`config.mk`:
```
export PLATFORM = sky130hd
export DESIGN_NAME = tt_um_hoene_manchester_word_decoder_flat
export DESIGN_NICKNAME = d
export VERILOG_FILES = /design/src/rtl/tt_um_hoene_manchester_word_decoder_if.sv /design/src/rtl/tt_um_hoene_manchester_word_decoder.sv /design/src/flat_wrapper.sv
export SDC_FILE = /design/constraint.sdc
export NUM_CORES = 1
export LEC_CHECK = 0
export ABC_CLOCK_PERIOD_IN_PS = 4800
export CORE_ASPECT_RATIO = 1.5
export CORE_UTILIZATION = 35
export CTS_BUF_LIST = sky130_fd_sc_hd__clkbuf_2 sky130_fd_sc_hd__clkbuf_4 sky130_fd_sc_hd__clkbuf_8
export DETAILED_ROUTE_END_ITERATION = 10
export SLEW_MARGIN = 20
export SYNTH_ARGS = -nofsm -noshare
export SYNTH_HDL_FRONTEND = slang
export SYNTH_SLANG_ARGS = --single-unit
```
`constraint.sdc`:
```
create_clock -name clk -period 4.8 [get_ports clk]
set_clock_uncertainty 0.2 [all_clocks]
set_input_delay 0.72 -clock clk [delete_from_list [all_inputs] [get_ports clk]]
set_output_delay 0.72 -clock clk [all_outputs]
set_load 0.01 [all_outputs]
```
`src/rtl/tt_um_hoene_manchester_word_decoder_if.sv`:
```
// Output bundle of the Manchester word decoder.
// Word, flags and the valid/ready handshake toward the consumer.
interface tt_um_hoene_manchester_word_decoder_if #(
    parameter int DATA_W = 8
);
    logic [DATA_W-1:0] out_word;
    logic              out_valid;
    logic              out_ready;
    logic              out_error;
    logic              out_overflow;

    modport master (
        output out_word,
        output out_valid,
        output out_error,
        output out_overflow,
        input  out_ready
    );

    modport slave (
        input  out_word,
        input  out_valid,
        input  out_error,
        input  out_overflow,
        output out_ready
    );
endinterface

```
`src/rtl/tt_um_hoene_manchester_word_decoder.sv`:
```
// Manchester decoder with programmable bit period.
// Synchronizes the line, classifies pulse widths and assembles words.
module tt_um_hoene_manchester_word_decoder #(
    parameter int DATA_W    = 8,
    parameter int CNT_W     = 8,
    parameter bit MSB_FIRST = 1'b1
) (
    input  logic             clk,
    input  logic             rst,
    input  logic             in,
    input  logic [CNT_W-1:0] bit_len,
    tt_um_hoene_manchester_word_decoder_if.master o_bus
);
    localparam int CW = CNT_W + 1;
    localparam int BW = $clog2(DATA_W + 1);

    logic              r_s1;
    logic              r_s2;
    logic              r_prev;
    logic [CW-1:0]     r_cnt;
    logic [BW-1:0]     r_bc;
    logic [DATA_W-1:0] r_sh;
    logic              r_mid;
    logic              r_err;
    logic [DATA_W-1:0] r_word;
    logic              r_valid;
    logic              r_ovf;

    logic [CW-1:0]     w_len;
    logic [CW-1:0]     w_l;
    logic [CW-1:0]     w_q;
    logic [CW-1:0]     w_t;
    logic [CW-1:0]     w_h;
    logic              w_edge;
    logic              w_long;
    logic              w_short;
    logic              w_bad;
    logic              w_tmo;
    logic              w_emit;
    logic              w_done;
    logic [DATA_W-1:0] w_word;

    assign w_len  = {1'b0, bit_len};
    assign w_l    = (w_len < CW'(4)) ? CW'(4) : w_len;
    assign w_q    = w_l >> 2;
    assign w_t    = w_l - w_q;
    assign w_h    = w_l + (w_l >> 1);
    assign w_edge = r_s2 ^ r_prev;

    // Pulse-width classification of the interval that ends at this edge
    always_comb begin
        w_long  = w_edge && (r_cnt >= w_t) && (r_cnt < w_h);
        w_short = w_edge && (r_cnt >= w_q) && (r_cnt < w_t) && !r_err;
        w_bad   = w_edge && !w_long && !w_short;
        w_tmo   = !w_edge && (r_cnt == w_h) && !r_err;
        w_emit  = w_long || (w_short && !r_mid);
        w_done  = w_emit && (r_bc == BW'(DATA_W - 1));
        w_word  = MSB_FIRST ? {r_sh[DATA_W-2:0], r_prev}
                            : {r_prev, r_sh[DATA_W-1:1]};
    end

    // Synchronizer, pulse counter, bit assembly and output handshake
    always_ff @(posedge clk) begin
        if (rst) begin
            r_s1    <= in;
            r_s2    <= in;
            r_prev  <= in;
            r_cnt   <= '0;
            r_bc    <= '0;
            r_sh    <= '0;
            r_mid   <= 1'b0;
            r_err   <= 1'b1;
            r_word  <= '0;
            r_valid <= 1'b0;
            r_ovf   <= 1'b0;
        end else begin
            r_s1   <= in;
            r_s2   <= r_s1;
            r_prev <= r_s2;
            r_ovf  <= 1'b0;
            if (w_edge) begin
                r_cnt <= '0;
            end else if (r_cnt < w_h) begin
                r_cnt <= r_cnt + CW'(1);
            end
            if (r_valid && o_bus.out_ready) begin
                r_valid <= 1'b0;
            end
            if (w_long) begin
                r_err <= 1'b0;
                r_mid <= 1'b1;
            end else if (w_short) begin
                r_mid <= ~r_mid;
            end else if (w_bad || w_tmo) begin
                r_err <= 1'b1;
                r_mid <= 1'b0;
                r_bc  <= '0;
                r_sh  <= '0;
            end
            if (w_emit) begin
                r_sh <= w_word;
                if (w_done) begin
                    r_bc <= '0;
                    if (!r_valid || o_bus.out_ready) begin
                        r_word  <= w_word;
                        r_valid <= 1'b1;
                    end else begin
                        r_ovf <= 1'b1;
                    end
                end else begin
                    r_bc <= r_bc + BW'(1);
                end
            end
        end
    end

    assign o_bus.out_word     = r_word;
    assign o_bus.out_valid    = r_valid;
    assign o_bus.out_error    = r_err;
    assign o_bus.out_overflow = r_ovf;
endmodule

```
`src/flat_wrapper.sv`:
```
// flat-port wrapper written by rule: the top's interface ports become plain ports
module tt_um_hoene_manchester_word_decoder_flat 
#(
    parameter int DATA_W    = 8,
    parameter int CNT_W     = 8,
    parameter bit MSB_FIRST = 1'b1
)
  (clk, rst, in, bit_len, o_bus_out_word, o_bus_out_valid, o_bus_out_error, o_bus_out_overflow, o_bus_out_ready);
  tt_um_hoene_manchester_word_decoder_if #(.DATA_W(DATA_W)) o_bus_i ();
  input  logic clk;
  input  logic rst;
  input  logic in;
  input  logic [CNT_W-1:0] bit_len;
  output wire logic [$bits(o_bus_i.out_word)-1:0] o_bus_out_word;
  output wire logic [$bits(o_bus_i.out_valid)-1:0] o_bus_out_valid;
  output wire logic [$bits(o_bus_i.out_error)-1:0] o_bus_out_error;
  output wire logic [$bits(o_bus_i.out_overflow)-1:0] o_bus_out_overflow;
  input wire logic [$bits(o_bus_i.out_ready)-1:0] o_bus_out_ready;
  assign o_bus_out_word = o_bus_i.out_word;
  assign o_bus_out_valid = o_bus_i.out_valid;
  assign o_bus_out_error = o_bus_i.out_error;
  assign o_bus_out_overflow = o_bus_i.out_overflow;
  assign o_bus_i.out_ready = o_bus_out_ready;
  tt_um_hoene_manchester_word_decoder #(.DATA_W(DATA_W), .CNT_W(CNT_W), .MSB_FIRST(MSB_FIRST)) u_core (.clk(clk), .rst(rst), .in(in), .bit_len(bit_len), .o_bus(o_bus_i));
endmodule
```
==> results of run 1 <==
==> cells in the mapped netlist (all sizes together) (2+ instances only) <==
master	instances	area (um^2)
a21o	3	22.52
a21oi	19	110.1
a22o	8	70.07
and2	3	18.77
and3	3	23.77
buf	2	8.750
clkbuf	5	18.77
dfxtp	35	700.7
fa	2	40.04
ha	42	525.5
inv	20	75.07
mux2i	9	90.09
nand2	23	86.33
nand2b	7	43.79
nand3	3	15.01
nand4	4	25.02
nand4b	2	17.52
nor2	23	86.33
nor2b	5	31.28
nor3	2	21.27
nor4	2	12.51
o211ai	2	15.01
o21ai	17	85.08
o21bai	2	15.01
or3	3	18.77
xnor2	10	87.58
xor2	9	78.83
==> final cells by class <==
| cell class | count | area [um^2] |
|---|---|---|
| well taps | 78 | 97.59 |
| multi-input cells | 219 | 1916 |
| flip-flops and latches | 35 | 700.7 |
| repair buffers | 123 | 1039 |
| clock buffers | 5 | 68.82 |
| fillers | 600 | 2907 |
| inverters | 20 | 80.08 |
| clock inverters | 3 | 43.79 |
==> report_power, final <==
part           switching [W]  internal, W  total, W  leakage [nW]
Sequential        0.00000491     0.000294  0.000299         0.283
Combinational       0.000120     0.000147  0.000267          1.47
Clock               0.000110     0.000155  0.000265        0.0581
==> worst paths after layout <==
kind / depth (start not counted) / to / from
setup reg to reg: 9 / u_core.r_sh[4]$_SDFFE_PP0P_ / u_core.r_cnt[4]$_SDFFE_PP0N_
setup / recovery: 22 / u_core.r_sh[4]$_SDFFE_PP0P_ / bit_len[2]
hold / removal: 2 / u_core.r_s2$_DFF_P_ / u_core.r_s1$_DFF_P_
hold reg to reg: 2 / u_core.r_s2$_DFF_P_ / u_core.r_s1$_DFF_P_
==> what timing repair did <==
item                                    CTS  global route
gates cloned                              0             1
endpoints found under the setup margin   31            29
pin swaps                                33            37
setup buffers                            49             7
resized for setup                        33            46
==> worst min-delay path: stages, from the launching register on <==
cell,delay (ps)
dfxtp_1,300
inv_1,50
o21ai_0,60
==> per-layer routing <==
layer | global-route usage (%) | vias to the layer above | part of all wire (%)
met3 | 2.486 | 34 | 2.5
li1 | - | 1235 | -
met4 | 15.29 | 0 | 5.9
met1 | 19.26 | 1183 | 36
met2 | 38.39 | 55 | 56
met5 | 0 | - | 0
==> sequential cells by signal, summed over array words and instances, names as in the netlist <==
signal                     count
u_core.r_prev                  1
u_core.o_bus.out_error         1
u_core.o_bus.out_valid         1
u_core.r_sh                    7
u_core.r_bc                    4
u_core.r_s1                    1
u_core.r_cnt                   9
u_core.o_bus.out_overflow      1
u_core.o_bus.out_word          8
u_core.r_s2                    1
u_core.r_mid                   1
==> through the flow <==
step                      util (%)  hold WS, ps  setup WS, ps
final                        57.58        249.9        -80.37
after global routing         57.58        305.4        -324.6
after CTS                    54.57        255.1         5.317
after detailed placement     46.09        250.1        -822.0
after global placement       46.09        230.3        -725.2
after floorplan                  -        215.4        0.9526
==> cell families after synthesis <==
group | count (synthesis)
AO/OA/AOI/OAI | 63
flip-flops | 35
multiplexers | 9
buffers and inverters | 27
AND/OR/NAND/NOR | 84
adder cells (fa/ha/maj) | 44
XOR/XNOR | 19
==> metrics.txt, run 1 <==
outcome=finished, violations left; violated checks=setup timing; Final setup viols=11; row count=37; slew margin rel.=51.76%; first-pass GRT wire length=11,720 um; cell area after layout=0.003945 mm^2; CTS sink count=35; async set-reset flop share out of synthesis=0%; kind of cell adding the most delay to the critical path=simple AND/OR/NAND/NOR gates; largest net degree at the start of global routing=20; Clk Latency, worst-skew pair=290 ps; most frequent CP cell=ha_1; H-Tree Depth=2; Remaining Overflow, GRT=0; Final Slew Violations=0; VDD IR max=0.0002390 V; Mapped Cells=281; Syn Nets=337; via/cell ratio=5.190; Worst Path Required=4840 ps; Mapped Area=0.002490 mm^2; Cell Count, Final, Fillers Out=483; most frequent cells in the layout=91 x buf_4, 35 x dfxtp_1, 34 x ha_1; gpl congestion=0.8945; Post-synth top flop=dfxtp_1; Hold/Removal Path Class=flip-flop to flip-flop; # diodes=0; die extent in x=70.87 um; CP Cell Sequence=clkbuf_2, nor2_1, nand4_1, and2_4, ha_1, nor2b_1, o21ai_2, a21oi_2, o21ai_1, nand2b_1, a211o_1, xnor2_1, ha_1, and3_4, a221oi_2, nand2_1, buf_6, or3_4, a31o_4, nor3_4, clkbuf_16, a22o_1; dpl cell area=0.003158 mm^2; post-route antenna net violation count=0; actual slew at the worst max-slew pin=721.3 ps; DP Wirelength=4772 um; number of CTS-inserted buffers=5; Initial Utilization=36.34%; xor-xnor portion of the synthesized cell area=6.683%; final setup TNS=-501.0 ps; arrival time of the worst setup path=4920 ps; Inst Count DP=419; Die Y-Extent=105.3 um; DR vias=2,507; Synth Area in Simple Gates=17.44%; number of enable flip-flop cells after synthesis=0; overall global routing resource usage=20.24%; Hold Vio Cnt, Final=0; max_cap viols=0; CP Max Fanout=5; Leak=1.809 nW; CTS Buffer Depth=2; largest family of logic cells by synthesized area=adder cells; TritonCTS clock tree=built; post-synth cell types=49; initial antenna violation count=0; slack of the critical path=-80.37 ps; vias in the first global route=2,636; fraction of layout cells with a size suffix above 1=40.25%; Final Power=0.0008308 W; Final Routed Wirelength=7433 um; drt pass-1 iters=6; die area=0.007462 mm^2; Setup Crit Path Kind=input pin to flip-flop; area of the core=0.006852 mm^2; adder-cell share of the synthesized area=22.71%; compound-cell area share of the yosys netlist=17.29%; proportion of synthesized area in mux cells=3.618%; Pwr Density=210.6 mW/mm^2; Slowest cell on crit path=or3_4; crit path capture type=flip-flop; min Tclk post-route=4880 ps; cts hold-fix bufs=0; I/O pins=23; clock slew at reported path FFs=80 ps; CP Launch Type=input pin; Final nets=460; #FFs+latches synth=35; RSZ-0062 raised after global routing=yes; Yosys warning count=0; WP buf/inv=3; CTS Root Buffer Type=clkbuf_8; Avg Inst Size Synth=8.861 um^2; crit share post-route=101.7%; 1st-iter DRT viols=61; DRC viols=0; slowest stage delay, CP=330 ps; max frequency=204.9 MHz; register area share after synthesis=28.14%; area grow syn2layout=58.44%; most common cell after layout, fill and taps aside=buf_4; R2R setup slack=1830 ps; IO buf count=22; WL/cell=15.39 um
Note: power is estimated with default switching activity, not from simulation.
==> inputs of run 2 (changes only) <==
--- a/config.mk
+++ b/config.mk
@@ -8,7 +8,6 @@
 export ABC_CLOCK_PERIOD_IN_PS = 4800
 export CORE_ASPECT_RATIO = 1.5
 export CORE_UTILIZATION = 35
-export CTS_BUF_LIST = sky130_fd_sc_hd__clkbuf_2 sky130_fd_sc_hd__clkbuf_4 sky130_fd_sc_hd__clkbuf_8
 export DETAILED_ROUTE_END_ITERATION = 10
 export SLEW_MARGIN = 20
 export SYNTH_ARGS = -nofsm -noshare
==> results of run 2 <==
Same layout as run 1: the final DEF is identical, and so are final timing and power.
==> inputs of run 3 (changes only) <==
--- a/config.mk
+++ b/config.mk
@@ -7,6 +7,7 @@
 export LEC_CHECK = 0
 export ABC_CLOCK_PERIOD_IN_PS = 4800
 export CORE_ASPECT_RATIO = 1.5
+export CORE_MARGIN = 2
 export CORE_UTILIZATION = 35
 export DETAILED_ROUTE_END_ITERATION = 10
 export SLEW_MARGIN = 20
==> metrics.txt, run 3 (synthesis results as in run 1) <==
IO buf count=22 (unchanged); Final Slew Violations=0 (unchanged); post-route antenna net violation count=0 (unchanged); Cell Count, Final, Fillers Out=450 (-6.8%); DP Wirelength=4630 um (-3.0%); Leak=1.616 nW (-11%); Hold/Removal Path Class=flip-flop to flip-flop; Inst Count DP=423 (+0.95%); CP Max Fanout=8 (+3); crit path launch=bit_len[6]; row count=37 (unchanged); multi-input logic area=0.001792 mm^2 (-6.5%); most frequent cells in the layout=67 x buf_4, 38 x ha_1, 35 x dfxtp_1; Worst R2R Path Depth=9 (unchanged); min Tclk post-route=4638 ps (-242.0 ps); die area=0.007818 mm^2 (+4.8%); R2R Path End=u_core.r_bc[2]$_SDFFE_PP0P_; I/O pins=23 (unchanged); outcome=finished clean; HP Start=u_core.r_s1$_DFF_P_; Layout fillers=639 (+6.5%); number of CTS-inserted buffers=5 (unchanged); largest net degree at the start of global routing=20 (unchanged); VDD IR max=0.0003568 V (+49%); pre-CTS setup slack=-773.1 ps (+48.92 ps); overall global routing resource usage=16.97% (-3.3 points); Initial Utilization=36.10% (-0.24 points); Reg-to-Reg Start=u_core.r_cnt[4]$_SDFFE_PP0N_; slew margin rel.=54.11% (+2.4 points); crit share post-route=96.63% (-5.0 points); CP Launch Type=input pin; drt pass-1 iters=4 (-2); Clk Latency, worst-skew pair=290 ps (about the same); CTS Buffer Depth=2 (unchanged); TritonCTS clock tree=built; most common cell after layout, fill and taps aside=buf_4; Final setup viols=0 (-11); fraction of layout cells with a size suffix above 1=30.91% (-9.3 points); vias in the first global route=2,328 (-12%); worst setup path end=u_core.o_bus.out_word[7]$_SDFFE_PP0P_; die extent in x=72.87 um (+2.8%); CTS sink count=35 (unchanged); Final Power=0.0007898 W (-4.9%); CTS Root Buffer Type=clkbuf_8; via/cell ratio=5.056 (-2.6%); RSZ-0062 raised after global routing=yes; Final nets=427 (-7.2%); Hold Vio Cnt, Final=0 (unchanged); Reg with most FFs=u_core.r_cnt; arrival time of the worst setup path=4590 ps (-330 ps); area of the core=0.006898 mm^2 (+0.68%); Setup Crit Path Kind=input pin to flip-flop; register area=700.7 um^2 (unchanged); Pwr Density=224.0 mW/mm^2 (+6.4%); DR vias=2,275 (-9.3%); Final Routed Wirelength=6110 um (-18%); Hold Path Cell Cnt=2 (unchanged); crit path capture type=flip-flop; Remaining Overflow, GRT=0 (unchanged); gpl congestion=0.8916 (-0.32%); area grow syn2layout=41.61%; actual slew at the worst max-slew pin=686.1 ps (-35.15 ps); Die Y-Extent=107.3 um (+1.9%); first-pass GRT wire length=10,370 um (-11%); cts hold-fix bufs=0 (unchanged); Largest register FFs=9 (unchanged); Worst Path Required=4750 ps (-90 ps); clock slew at reported path FFs=80 ps (about the same); 1st-iter DRT viols=41 (-33%); post-layout util=51.12% (-6.5 points); DRC viols=0 (unchanged); # diodes=0 (unchanged); max frequency=215.6 MHz (+5.2%); WL/cell=13.58 um (-12%); slack of the critical path=161.6 ps (+242.0 ps); max_cap viols=0 (unchanged); H-Tree Depth=2 (unchanged); initial antenna violation count=0 (unchanged); R2R setup slack=1900 ps (+70 ps)
run 3: changes by cell type in the layout (fill, tap and decap cells not counted), moves of 2 or more:
cell     change
a21oi_1      +2
buf_6        -7
o21ai_2      -2
nand2_2      -2
ha_1         +4
buf_4       -24
nand2_1      +2
ha_4         -5
run 3: power by group:
group          switching (W)  internal [W]
clock               0.000115      0.000157
combinational       0.000101      0.000118
sequential        0.00000506      0.000294
run 3: repair_timing:
action,CTS,global route
setup buffers,15,4
pin swaps,24,24
endpoints found under the setup margin,29,29
resized for setup,25,24
run 3: layout make-up:
cell class / count / area share, %
tap: 78 / 2.768
clock buffer: 5 / 1.952
timing repair buffer: 90 / 20.97
inverter: 20 / 2.271
sequential: 35 / 19.87
multi-input combinational: 219 / 50.82
clock inverter: 3 / 1.348
run 3: worst max-delay path, cell delays in order:
cell and delay [ps]:
buf_8 100, inv_4 50, ha_4 130, nand4_1 200, and2_4 220, buf_4 120
buf_4 130, ha_1 270, a21o_1 190, a21oi_2 160, o21bai_1 100, a21oi_2 160
o21ai_0 130, xor2_1 170, ha_1 220, a211oi_2 290, o211ai_1 150, o21ai_2 200
o211ai_1 150, buf_4 190, a21oi_4 160, buf_12 150, mux2i_1 180, nor2_1 50
run 3: how the worst min path moves through the flow:
stage                                      to  slack (ps)
after global routing      u_core.r_s2$_DFF_P_         290
after CTS                 u_core.r_s2$_DFF_P_         250
after detailed placement  u_core.r_s2$_DFF_P_         240
final                     u_core.r_s2$_DFF_P_         230
after floorplan           u_core.r_s2$_DFF_P_         220
after global placement    u_core.r_s2$_DFF_P_         220
run 3: through the flow:
step | instance area (um^2) | hold slack [ps] | TNS, ps
global placement | 3188 | 219.2 | -19120
CTS | 3438 | 245.1 | 0
finish | 3526 | 232.1 | 0
floorplan | 2524 | 215.4 | 0
global route | 3526 | 288.9 | -752.7
detailed placement | 3188 | 237.5 | -21350
run 3: layer usage:
layer / share of wire [%] / vias up / wire length, um / global-route usage, %
met4: 5.2 / 0 / 319 / 9.921
met1: 42 / 1030 / 2536 / 18.25
met5: 0 / - / 0 / 0
li1: - / 1176 / - / -
met3: 2.8 / 22 / 171 / 2.154
met2: 50 / 47 / 3082 / 30.78
